**src/rtl/seg7_pkg.sv**
```systemverilog
// Shared constants for the two-digit seven-segment scan driver:
// active-low hex glyph table, blank code and default scan divider.
package seg7_pkg;

   localparam int CLK_DIV_DEFAULT = 100000;

   localparam logic [6:0] SEG_BLANK = 7'b1111111;

   // Segment order {g,f,e,d,c,b,a}, active-low; entry n is the glyph for hex digit n.
   localparam logic [15:0][6:0] GLYPH_TBL = {
      7'b0001110,  // F
      7'b0000110,  // E
      7'b0100001,  // d
      7'b1000110,  // C
      7'b0000011,  // b
      7'b0001000,  // A
      7'b0010000,  // 9
      7'b0000000,  // 8
      7'b1111000,  // 7
      7'b0000010,  // 6
      7'b0010010,  // 5
      7'b0011001,  // 4
      7'b0110000,  // 3
      7'b0100100,  // 2
      7'b1111001,  // 1
      7'b1000000   // 0
   };

endpackage

```
**src/rtl/seg7_scan_driver_hex_to_seg7.sv**
```systemverilog
// Purely combinational 4-bit hex to active-low seven-segment decode.
module hex_to_seg7
   import seg7_pkg::*;
(
   input  logic [3:0] hex,
   output logic [6:0] seg
);

   assign seg = GLYPH_TBL[hex];

endmodule

```
**src/rtl/seg7_scan_driver.sv**
```systemverilog
// Two-digit multiplexed seven-segment driver: a free-running divider alternates
// the anodes, and both digits come from one snapshot taken at each frame start.
module seg7_scan_driver
   import seg7_pkg::*;
#(
   parameter int CLK_DIV = CLK_DIV_DEFAULT
) (
   input  logic       clk,
   input  logic       clr,
   input  logic       enable,
   input  logic [7:0] value,
   input  logic [1:0] dp_in,
   input  logic       blank_lz,
   output logic [1:0] an,
   output logic [6:0] seg,
   output logic       dp,
   output logic       frame
);

   localparam int             DIV_W    = $clog2(CLK_DIV);
   localparam logic [DIV_W-1:0] DIV_LAST = DIV_W'(CLK_DIV - 1);

   logic [DIV_W-1:0] div_q, div_d;
   logic             sel_q, sel_d;
   logic [7:0]       snap_q, snap_d;
   logic             frame_q, frame_d;
   logic             tick;

   logic [3:0]       digit;
   logic [6:0]       glyph;
   logic             blank_now;

   always_comb begin
      div_d   = div_q;
      sel_d   = sel_q;
      snap_d  = snap_q;
      frame_d = 1'b0;
      tick    = enable && (div_q == DIV_LAST);
      if (enable) begin
         div_d = tick ? '0 : div_q + DIV_W'(1);
      end
      if (tick) begin
         sel_d = ~sel_q;
         // Leaving digit1 closes a frame: capture both digits together.
         if (sel_q) begin
            snap_d  = value;
            frame_d = 1'b1;
         end
      end
   end

   always_ff @(posedge clk) begin
      if (clr) begin
         div_q   <= '0;
         sel_q   <= 1'b0;
         snap_q  <= 8'h00;
         frame_q <= 1'b0;
      end else begin
         div_q   <= div_d;
         sel_q   <= sel_d;
         snap_q  <= snap_d;
         frame_q <= frame_d;
      end
   end

   assign digit = sel_q ? snap_q[7:4] : snap_q[3:0];

   hex_to_seg7 u_dec (
      .hex (digit),
      .seg (glyph)
   );

   // Leading-zero blanking applies only to the upper digit.
   assign blank_now = sel_q && blank_lz && (snap_q[7:4] == 4'h0);

   assign an    = sel_q ? 2'b01 : 2'b10;
   assign seg   = blank_now ? SEG_BLANK : glyph;
   assign dp    = ~dp_in[sel_q];
   assign frame = frame_q;

endmodule

```
**config.mk**
```make
export PLATFORM = sky130hd
export DESIGN_NAME = seg7_scan_driver
export DESIGN_NICKNAME = d
export VERILOG_FILES = /design/src/rtl/seg7_pkg.sv /design/src/rtl/seg7_scan_driver_hex_to_seg7.sv /design/src/rtl/seg7_scan_driver.sv
export SDC_FILE = /design/constraint.sdc
export NUM_CORES = 1
export LEC_CHECK = 0
export BUFFER_PORTS_ARGS = -buffer_cell sky130_fd_sc_hd__buf_4
export CAP_MARGIN = 25
export CORE_ASPECT_RATIO = 1.25
export CORE_UTILIZATION = 30
export DETAILED_ROUTE_END_ITERATION = 6
export HOLD_SLACK_MARGIN = 0.1
export PLACE_DENSITY_LB_ADDON = 0.08
export SETUP_SLACK_MARGIN = 0.05
export SYNTH_ARGS = -nofsm -noshare
export SYNTH_HDL_FRONTEND = slang
export SYNTH_SLANG_ARGS = --single-unit
export TNS_END_PERCENT = 100
```
**constraint.sdc**
```tcl
create_clock -name clk -period 5.8 [get_ports clk]
set_input_delay 1.16 -clock clk [delete_from_list [all_inputs] [get_ports clk]]
set_output_delay 1.16 -clock clk [all_outputs]
set_load 0.03 [all_outputs]
```
# [Yosys cells after proc, flatten, opt, wreduce, memory -nomap -nowiden]
# Memories as Yosys holds them, arrays and structs flattened.
# Index checks and enable logic that the tools add are counted.
[word_totals] n_memories=1 reg_bits=27 mem_bits_rw=0 wordCells=26 latch_bits=0 mem_bits_ro=112 inputBits=14
[mem_list] name="(no name shown)" words=16 word_bits=7 rd=1 rd_clocked_by_memory_dff=0 write_ports=0 line="seg7_scan_driver_hex_to_seg7.sv:9" rtl="assign seg = GLYPH_TBL[hex];"
[classes] div=0 n_mul=0 addsub=1 n_mux=8 reduce_logical=6 bitwise=3 n_shift=0 eq_ne=1 magnitude_cmp=2
[ops] operator="adder 17 x 1 -> 17 bit, second input constant" count=1
[ops] operator="equality test 17 bit, second input constant" count=1
[ops] operator="2-to-1 mux 17 bit" count=1
[ops] operator="2-to-1 mux 7 bit" count=2
[ops] operator="< comparator 4 x 5 -> 1 bit, second input constant" count=1
[ops] operator="zero test 4 bit" count=1
[ops] operator="2-to-1 mux 4 bit" count=1
[ops] operator="logical AND 1 bit" count=3
[ops] operator="2-to-1 mux 1 bit" count=3
[ops] operator="inverter 1 bit" count=3
[ops] operator="< comparator 1 x 2 -> 1 bit, second input constant" count=1
[ops] operator="2-to-1 mux 2 bit" count=1
[ops] operator="AND reduction 2 bit" count=1
[ops] operator="OR reduction 2 bit" count=1

# [Longest topological paths before layout]
# Gate-level depths: netlist of run 1.
[depth] depth_word=4 depth_mapped=7

# [Modules after synthesis]
# A second synthesis of run 1 with hierarchy kept.
[unflattened] cells_unflattened=191 hier_area_um2=1610.3
[modules_own_cells] mod="seg7_scan_driver" seq_area_each_um2=540.5 area_each_um2=1335.0 instances=1 cells_per_inst=159
[modules_own_cells] mod="hex_to_seg7" seq_area_each_um2=0.0 area_each_um2=275.3 instances=1 cells_per_inst=32

# [Worst setup path before layout of run 1]
# Ideal clock, no wire load.
[synth_timing] kind="input to output" from="input blank_lz" to="output seg[0]" t_arrival_ns=2.333 cell_stages=4 required_ns=4.640 path_slack_ns=2.307 path_cell_list="or4b_1 or3_1 buf_2 o21ai_0"
[synth_between] elab_chain_len=3
[synth_lines] item="start: declaration" line="seg7_scan_driver.sv:13" rtl="input logic blank_lz,"
[synth_lines] item="logical AND 1 bit (2 in a row)" line="seg7_scan_driver.sv:74" rtl="assign blank_now = sel_q && blank_lz && (snap_q[7:4] == 4'h0);"
[synth_lines] item="2-to-1 mux 7 bit" line="seg7_scan_driver.sv:77" rtl="assign seg = blank_now ? SEG_BLANK : glyph;"
[synth_lines] item="end: declaration" line="seg7_scan_driver.sv:15" rtl="output logic [6:0] seg,"
# No other way between the ends.

# [Worst setup path after layout of run 1]
[layout_timing] from="register sel_q" to="output seg[3]"
[layout_between] elab_chain_len=4
[layout_lines] item="start: declaration" line="seg7_scan_driver.sv:24" rtl="logic sel_q, sel_d;"
[layout_lines] item="start signal: assignment" line="seg7_scan_driver.sv:60" rtl="sel_q <= sel_d;"
[layout_lines] item="2-to-1 mux 4 bit" line="seg7_scan_driver.sv:66" rtl="assign digit = sel_q ? snap_q[7:4] : snap_q[3:0];"
[layout_lines] item="memory read (16 x 7 bit)"
[layout_lines] item="2-to-1 mux 7 bit (implied by the code)" line="seg7_scan_driver_hex_to_seg7.sv:9"
[layout_lines] item="2-to-1 mux 7 bit (*)" line="seg7_scan_driver.sv:77"
# Every way passes the cells marked *; elsewhere a longest branch is shown, timed or not. The select of a mux whose other input is x is not followed.

==> flow_metrics.env, run 1 <==
export IMPL_fill_cells=526
export IMPL_cts_buffers=3
export IMPL_syn_nets=205
export IMPL_slew_headroom_pct=53.8
export IMPL_ir_drop_v=0.0000872
export IMPL_fmax_mhz=251
export IMPL_worstSetupPathType="reg -> out"
export IMPL_finalPower_uw=314
export IMPL_io_pins=25
export IMPL_via_count=1368
export IMPL_grt_pass1_vias=1295
export IMPL_die_area_um2=5490
export IMPL_use_met1_pct=15.8
export IMPL_r2r_start="div_q[11]"
export IMPL_finalMaxSlewViolations=0
export IMPL_fin_area_um2=1790
export IMPL_critical_path_top_delay_family="multiplexers"
export IMPL_worstSetupStartpoint="sel_q"
export IMPL_placed_area_um2=1740
export IMPL_area_growth_pct=14.5
export IMPL_worst_slew_pin_slew_ns=0.690
export IMPL_drt_iter0_markers=103
export IMPL_cp_end_kind="primary output"
export IMPL_outcome="finished, final reports clean"
export IMPL_use_met2_pct=26.0
export IMPL_start_util_pct=32.0
export IMPL_cp_num_buf_inv=2
export IMPL_ys_flop_type="dfxtp_1"
export IMPL_die_x_um=66.5
export IMPL_gp_congestion=0.777
export IMPL_grt_busiest_layer="met2"
export IMPL_antenna_found_initial=0
export IMPL_cts_repair_resized=0
export IMPL_grt_overflow=0
export IMPL_hp_class="reg -> reg"
export IMPL_mostFrequentLayoutCell="dfxtp_1"
export IMPL_ys_top_cells_by_area="dfxtp_1 (35%), nand4_1 (6.8%), xnor2_1 (6.2%), ha_1 (5.6%), nor2_1 (4.3%)"
export IMPL_crit_slowest_cell="dfxtp_1"
export IMPL_synth_seq_cells=27
export IMPL_cts_setup_buffers=0
export IMPL_multi_input_area_um2=913
export IMPL_postRouteAntennaNets=0
export IMPL_synthCells=184
export IMPL_avgSynthCellArea_um2=8.47
export IMPL_finalHoldViolCount=0
export IMPL_async_flop_share_pct=0
export IMPL_cts_sinks=27
export IMPL_portBuffers=24
export IMPL_clk_path_buf_depth=2
export IMPL_dieHeight_um=82.6
export IMPL_startpoint_type="register"
export IMPL_p_per_area_nw_per_um2=176
export IMPL_hold_depth=2
export IMPL_grt_usage_pct=14.0
export IMPL_synth_top_area_share_pct=34.7
export IMPL_wl_mm=3.58
export IMPL_placementRows=28
export IMPL_setup_viol=0
export IMPL_syn_area_um2=1560
export IMPL_crit_required_ns=4.64
export IMPL_place_worst_setup_slack_ns=2.12
export IMPL_cap_violations=0
export IMPL_grt_max_degree=18
export IMPL_core_area_um2=4870
export IMPL_synth_top_cell_by_area="dfxtp_1"
export IMPL_final_cell_mix="dfxtp_1 (27), buf_4 (24), nor2_1 (18), nand4_1 (17), a21oi_1 (12)"
export IMPL_drive_gt1_share_pct=17.5
export IMPL_cts_root_buf="clkbuf_8"
export IMPL_worst_slack_ns=1.82
export IMPL_num_nets_final=222
export IMPL_hpwl_mm=2.62
export IMPL_synth_edff_count=0
export IMPL_htree_levels=1
export IMPL_worst_clock_skew_ns=0.00697
export IMPL_drc=0
export IMPL_cts_hold_buf=0
export IMPL_p_leak_nw=0.624
export IMPL_fin_crit_sh_pct=68.6
export IMPL_synth_seq_area_share_pct=34.7
export IMPL_worstPathArrival_ns=2.82
export IMPL_hp_start="snap_q[4]"
export IMPL_drt_pre_antenna_iters=4
export IMPL_finish_utilization_pct=36.7
export IMPL_r2r_slack_ns=3.71
export IMPL_whs_endpoint="snap_q[4]"
export IMPL_ys_warn_count=0
export IMPL_cts_tree="yes"
export IMPL_tns_ns=0
export IMPL_rsz0062_at_grt="false"
export IMPL_crit_chain="mux2i_1 > inv_1 > ha_1 > mux4_2 > or2_1 > buf_4"
export IMPL_clkLatencyLatePin_ns=0.27
export IMPL_synth_distinct_cells=36
export IMPL_regArea_um2=541
export IMPL_period_minus_slack_ns=3.98
export IMPL_grt_pass1_wl_mm=5.87
export IMPL_worstRegToRegCells=4
export IMPL_vias_per_cell=5.26
export IMPL_use_met3_pct=2.61
export IMPL_reg2reg_to="div_q[1]"
export IMPL_path_max_fanout=17
export IMPL_post_drt_wl_per_cell_um=13.8
export IMPL_n_antenna_cell=0
export IMPL_clk_pin_slew_ns=0.10
export IMPL_slowest_delay_ns=0.75
-- synthesized netlist by cell type (6+ instances only) --
master and count:
nand3_1 6, a21oi_1 12, nor2_1 18, xnor2_1 11
buf_2 6, dfxtp_1 27, o21ai_1 7, nand4_1 17
nor4_1 9, nand2_1 11, ha_1 7, inv_1 7
-- worst max-delay path by stage --
| stage | slack (ns) | to | cells after the start |
|---|---|---|---|
| 6_report | 1.82 | seg[3] | 6 |
| 5_1_grt | 1.65 | seg[3] | 6 |
| 4_1_cts | 1.80 | seg[3] | 6 |
| 3_5_place_dp | 2.12 | seg[3] | 6 |
| 3_3_place_gp | 2.20 | seg[3] | 6 |
| 2_1_floorplan | 2.31 | seg[0] | 4 |
-- metrics by stage --
stage          cells  hold slack, ns
5_1_grt          260           0.535
6_report         260           0.499
2_1_floorplan    184           0.451
3_5_place_dp     256           0.490
3_3_place_gp     256           0.474
4_1_cts          260           0.504
-- worst min-delay path, stage by stage (launching register included) --
cell and delay [ns]:
dfxtp_1 0.33, o21ai_1 0.07, a21oi_1 0.06
-- layout make-up --
| class | instances | area share [%] |
|---|---|---|
| Clock buffer | 3 | 2.31 |
| Clock inverter | 1 | 0.280 |
| Inverter | 8 | 1.68 |
| Multi-Input combinational cell | 137 | 51.2 |
| Sequential cell | 27 | 30.3 |
| Tap cell | 60 | 4.20 |
| Timing Repair Buffer | 24 | 10.1 |
-- logic make-up after synthesis --
family,count (synthesis),synth area share (%)
AOI/OAI and AO/OA,32,12.1
xor gates and xnor gates,15,8.43
adders and majority gates,7,5.62
buffers and inverters,20,6.74
DFF,27,34.7
muxes,9,7.06
and+or+nand+nor,74,25.4
-- metal layers --
metal,vias up,wire length (um)
met1,629,1580
met5,-,0
met3,4,159
met4,0,40
li1,698,-
met2,37,1800
-- flip-flops by register name (all words and copies together) (netlist names) --
name	count
div_q	17
snap_q	8
frame	1
sel_q	1
-- where the power goes --
| part | total, mW | internal, mW | leakage [nW] | switching, mW |
|---|---|---|---|---|
| Sequential | 0.188 | 0.186 | 0.218 | 0.00172 |
| Clock | 0.109 | 0.0482 | 0.0255 | 0.0608 |
| Combinational | 0.0164 | 0.00837 | 0.380 | 0.00805 |
Power figures use the tool's default switching activity.
==> run 2, diff against run 1 <==
- clock period: 5.8 -> 4.1 ns (I/O delays scaled with it)
==> run 2 against run 1 <==
  * Sequential share of layout area fell by 0.19 points
  * Sequential power rose by 41%
  * Flip-flop and latch count did not move
  * Final area rose by 0.63%
  * Clock skew fell by 0.0010 ns
  * Critical endpoint unchanged
  * Global-route usage rose by 0.51 points
==> flow_metrics.env, run 2 (synthesis gave the netlist of run 1 again) <==
export IMPL_outcome="finished, final reports clean"
export IMPL_startpoint_type="register"
export IMPL_num_nets_final=223
export IMPL_cts_tree="yes"
export IMPL_grt_max_degree=18
export IMPL_die_area_um2=5490
export IMPL_clk_path_buf_depth=2
export IMPL_htree_levels=1
export IMPL_crit_chain="buf_4 > mux2i_1 > inv_1 > ha_1 > mux4_2 > or2_1 > buf_4"
export IMPL_drc=0
export IMPL_cts_root_buf="clkbuf_8"
export IMPL_wl_mm=3.61
export IMPL_path_max_fanout=17
export IMPL_drt_pre_antenna_iters=4
export IMPL_crit_required_ns=3.28
export IMPL_tns_ns=0
export IMPL_mostFrequentLayoutCell="dfxtp_1"
export IMPL_drive_gt1_share_pct=17.9
export IMPL_crit_top_cell="buf_4"
export IMPL_largestRegisters="div_q (17), snap_q (8)"
export IMPL_clk_pin_slew_ns=0.10
export IMPL_gp_congestion=0.813
export IMPL_placementRows=28
export IMPL_io_pins=25
export IMPL_cts_hold_buf=0
export IMPL_cts_setup_buffers=0
export IMPL_fin_crit_sh_pct=83.3
export IMPL_portBuffers=24
export IMPL_final_cell_mix="dfxtp_1 (27), buf_4 (25), nor2_1 (18), nand4_1 (17), a21oi_1 (12)"
export IMPL_area_growth_pct=15.2
export IMPL_worst_clock_skew_ns=0.00597
export IMPL_finalHoldViolCount=0
export IMPL_whs_ns=0.482
export IMPL_cp_end_kind="primary output"
export IMPL_hpwl_mm=2.67
export IMPL_worstPathArrival_ns=2.60
export IMPL_postRouteAntennaNets=0
export IMPL_top_register="div_q"
export IMPL_place_worst_setup_slack_ns=0.987
export IMPL_worstSetupPathType="reg -> out"
export IMPL_grt_pass1_wl_mm=6.19
export IMPL_grt_overflow=0
export IMPL_finalMaxSlewViolations=0
export IMPL_cts_sinks=27
export IMPL_dieHeight_um=82.6
export IMPL_n_antenna_cell=0
export IMPL_die_x_um=66.5
export IMPL_period_minus_slack_ns=3.42
export IMPL_via_count=1389
export IMPL_cts_buffers=3
export IMPL_p_per_area_nw_per_um2=250
export IMPL_crit_slowest_cell="mux2i_1"
export IMPL_cts_repair_resized=0
export IMPL_slew_headroom_pct=49.7
export IMPL_cap_violations=0
export IMPL_ir_drop_v=0.0000958
export IMPL_worst_slew_pin_slew_ns=0.752
export IMPL_setup_viol=0
export IMPL_drt_iter0_markers=51
export IMPL_clkLatencyLatePin_ns=0.28
export IMPL_start_util_pct=32.0
export IMPL_grt_usage_pct=14.5
export IMPL_rsz0062_at_grt="false"
export IMPL_grt_pass1_vias=1381
export IMPL_vias_per_cell=5.32
export IMPL_p_leak_nw=0.630
export IMPL_hp_class="reg -> reg"
export IMPL_fmax_mhz=293
export IMPL_core_area_um2=4870
export IMPL_antenna_found_initial=0
export IMPL_slowest_delay_ns=0.49
export IMPL_worst_slack_ns=0.684
export IMPL_largest_reg_flops=17
export IMPL_post_drt_wl_per_cell_um=13.8
## run 2: cell types whose count changed in the layout (fill, tap and decap cells not counted), sizes merged
| cell | before | now |
|---|---|---|
| clkinv | 2 | 1 |
| inv | 7 | 8 |
| buf | 24 | 25 |
## run 2: layout make-up
type | count | area (um^2)
multi-input combinational | 137 | 913
clock inverter | 1 | 8.76
clock buffer | 3 | 41.3
fill | 526 | 3070
tap | 60 | 75.1
timing repair buffer | 25 | 188
inverter | 8 | 30.0
sequential | 27 | 541
## run 2: routing by layer
| layer | share of wire [%] | vias to the layer above | GRT usage (%) |
|---|---|---|---|
| li1 | - | 698 | - |
| met3 | 2.8 | 5 | 1.65 |
| met5 | 0 | - | 0 |
| met1 | 43 | 663 | 15.7 |
| met2 | 53 | 23 | 28.4 |
| met4 | 1.3 | 0 | 5.11 |
## run 2: final timing paths
kind / slack (ns) / end / start / depth (start not counted)
max reg2reg: 1.97 / div_q[1] / div_q[11] / 4
min: 0.48 / snap_q[0] / snap_q[0] / 2
min reg2reg: 0.48 / snap_q[0] / snap_q[0] / 2
max: 0.68 / seg[3] / sel_q / 7
## run 2: through the flow
| step | cells | power (mW) | util [%] | instance area (um^2) |
|---|---|---|---|---|
| after floorplan | 184 | 0.283 | - | 1560 |
| after global placement | 257 | 0.296 | 35.9 | 1750 |
| after detailed placement | 257 | 0.296 | 35.9 | 1750 |
| after CTS | 261 | 0.459 | 36.9 | 1800 |
| after global routing | 261 | 0.473 | 36.9 | 1800 |
| final | 261 | 0.450 | 36.9 | 1800 |
## run 2: worst max-delay path, delay by kind of cell (launching register included)
kind,cells,cell delay (ns)
buffers and inverters,3,0.56
flip-flops,1,0.32
adder cells (fa/ha/maj),1,0.28
multiplexers,2,0.94
AND/OR/NAND/NOR,1,0.21
## run 2: where the power goes
group	internal, mW	switching [mW]	leakage (nW)	total [mW]
Combinational	0.0119	0.0114	0.386	0.0233
Sequential	0.264	0.00261	0.218	0.266
Clock	0.0714	0.0886	0.0261	0.160
Total	0.347	0.103	0.630	0.450
==> run 3, diff against run 2 <==
- clock period: 4.1 -> 3.1 ns (I/O delays scaled with it)
==> run 3 against run 2 <==
  * Cell count increased by 0.77%
  * Global-route usage increased by 0.54 points
  * Clock skew increased by 0.0010 ns
  * Via count increased by 0.50%
  * First-iteration DRC count rose by 110%
  * Final area increased by 0.84%
==> flow_metrics.env, run 3 (synthesis gave the netlist of run 1 again) <==
export IMPL_p_per_area_nw_per_um2=323
export IMPL_grt_pass1_vias=1434
export IMPL_cp_num_buf_inv=3
export IMPL_r2r_start="div_q[0]"
export IMPL_start_util_pct=32.0
export IMPL_period_minus_slack_ns=2.88
export IMPL_vias_per_cell=5.31
export IMPL_instances_no_fill=263
export IMPL_reg2reg_to="div_q[1]"
export IMPL_cts_root_buf="clkbuf_8"
export IMPL_hp_class="reg -> reg"
export IMPL_crit_slowest_cell="dfxtp_2"
export IMPL_path_max_fanout=8
export IMPL_crit_top_cell="inv_1"
export IMPL_mostFrequentLayoutCell="buf_4"
export IMPL_worst_slew_pin_slew_ns=0.570
export IMPL_grt_pass1_wl_mm=6.43
export IMPL_drive_gt1_share_pct=19.2
export IMPL_grt_max_degree=17
export IMPL_cts_hold_buf=0
export IMPL_worst_slack_ns=0.219
export IMPL_die_x_um=66.5
export IMPL_slowest_delay_ns=0.44
export IMPL_rsz0062_at_grt="false"
export IMPL_whs_ns=0.504
export IMPL_core_area_um2=4870
export IMPL_post_drt_wl_per_cell_um=14.1
export IMPL_hold_depth=2
export IMPL_portBuffers=24
export IMPL_cts_sinks=27
export IMPL_crit_required_ns=2.48
export IMPL_largestRegisters="div_q (17), snap_q (8)"
export IMPL_cts_buffers=3
export IMPL_finalMaxSlewViolations=0
export IMPL_drt_pre_antenna_iters=4
export IMPL_top_register="div_q"
export IMPL_r2r_slack_ns=1.06
export IMPL_fmax_mhz=347
export IMPL_clkLatencyLatePin_ns=0.27
export IMPL_finalHoldViolCount=0
export IMPL_p_switching_uw=130
export IMPL_fill_cells=520
export IMPL_worstRegToRegCells=4
export IMPL_clk_path_buf_depth=2
export IMPL_power_frac_comb_pct=5.3
export IMPL_hp_start="snap_q[7]"
export IMPL_gp_congestion=0.754
export IMPL_startpoint_type="register"
export IMPL_area_growth_pct=16.2
export IMPL_postRouteAntennaNets=0
export IMPL_place_inst=259
export IMPL_grt_usage_pct=15.0
export IMPL_n_antenna_cell=0
export IMPL_clockPowerShare_pct=34.6
export IMPL_critical_path_top_delay_family="multiplexers"
export IMPL_wl_mm=3.71
export IMPL_ir_drop_v=0.000171
export IMPL_cap_violations=0
export IMPL_fin_crit_sh_pct=92.9
export IMPL_drc=0
export IMPL_cts_tree="yes"
export IMPL_antenna_found_initial=0
export IMPL_placed_area_um2=1760
export IMPL_cts_setup_buffers=0
export IMPL_drt_iter0_markers=107
export IMPL_place_worst_setup_slack_ns=0.382
export IMPL_whs_endpoint="snap_q[7]"
export IMPL_slew_headroom_pct=60.9
export IMPL_crit_chain="mux2_2 > inv_1 > ha_1 > inv_1 > mux4_2 > or2_1 > buf_4"
export IMPL_htree_levels=1
export IMPL_cts_repair_resized=0
export IMPL_placementRows=28
export IMPL_via_count=1396
export IMPL_hpwl_mm=2.78
export IMPL_worst_clock_skew_ns=0.00702
export IMPL_seq_power_share_pct=60.1
export IMPL_p_leak_nw=0.635
export IMPL_die_area_um2=5490
export IMPL_setup_viol=0
export IMPL_io_pins=25
export IMPL_cp_end_kind="primary output"
export IMPL_largest_reg_flops=17
export IMPL_worstSetupPathType="reg -> out"
export IMPL_worstPathArrival_ns=2.26
export IMPL_final_cell_mix="buf_4 (27), dfxtp_1 (26), nor2_1 (18), nand4_1 (17), a21oi_1 (12)"
export IMPL_tns_ns=0
export IMPL_dieHeight_um=82.6
export IMPL_num_nets_final=225
export IMPL_grt_overflow=0
export IMPL_fin_area_um2=1810
export IMPL_clk_pin_slew_ns=0.10
export IMPL_swShare_pct=22.2
export IMPL_p_int_uw=456
export IMPL_outcome="finished, final reports clean"
[run 3: final cells by class]
type	instances	area, um^2	area share, %
Tap cell	60	75.1	4.14
Clock inverter	1	7.51	0.414
Inverter	8	30.0	1.66
Clock buffer	3	41.3	2.28
Sequential cell	27	542	29.9
Timing Repair Buffer	27	203	11.2
Multi-Input combinational cell	137	913	50.4
[run 3: power groups by stage]
stage | clock network [mW] | registers, mW | logic, mW
2_1_floorplan | 0 | 0.359 | 0.0146
3_3_place_gp | 0 | 0.360 | 0.0306
3_5_place_dp | 0 | 0.360 | 0.0316
4_1_cts | 0.214 | 0.352 | 0.0317
5_1_grt | 0.233 | 0.353 | 0.0343
6_report | 0.202 | 0.352 | 0.0310
[run 3: metal layers]
metal	GRT usage, %	vias up	wire, um
met5	0	-	0
met4	4.89	0	53
met3	1.92	5	124
met2	28.2	25	1960
met1	17.3	664	1570
li1	-	702	-
[run 3: worst max path at each step]
| stage | slack [ns] | from | depth (start not counted) | to |
|---|---|---|---|---|
| 2_1_floorplan | 0.30 | sel_q | 7 | seg[3] |
| 5_1_grt | 0.08 | sel_q | 7 | seg[3] |
| 3_3_place_gp | 0.45 | sel_q | 7 | seg[3] |
| 6_report | 0.22 | sel_q | 7 | seg[3] |
| 4_1_cts | 0.07 | sel_q | 7 | seg[3] |
| 3_5_place_dp | 0.38 | sel_q | 7 | seg[3] |
[run 3: tightest hold or removal path, stage by stage (launching register included)]
cell	delay, ns
dfxtp_1	0.36
o21ai_2	0.06
a21oi_1	0.05
[run 3: per-stage QoR]
step / util, % / power, mW
final: 37.2 / 0.585
after global routing: 37.2 / 0.620
after CTS: 37.2 / 0.598
after detailed placement: 36.2 / 0.392
after global placement: 36.2 / 0.391
after floorplan: - / 0.374
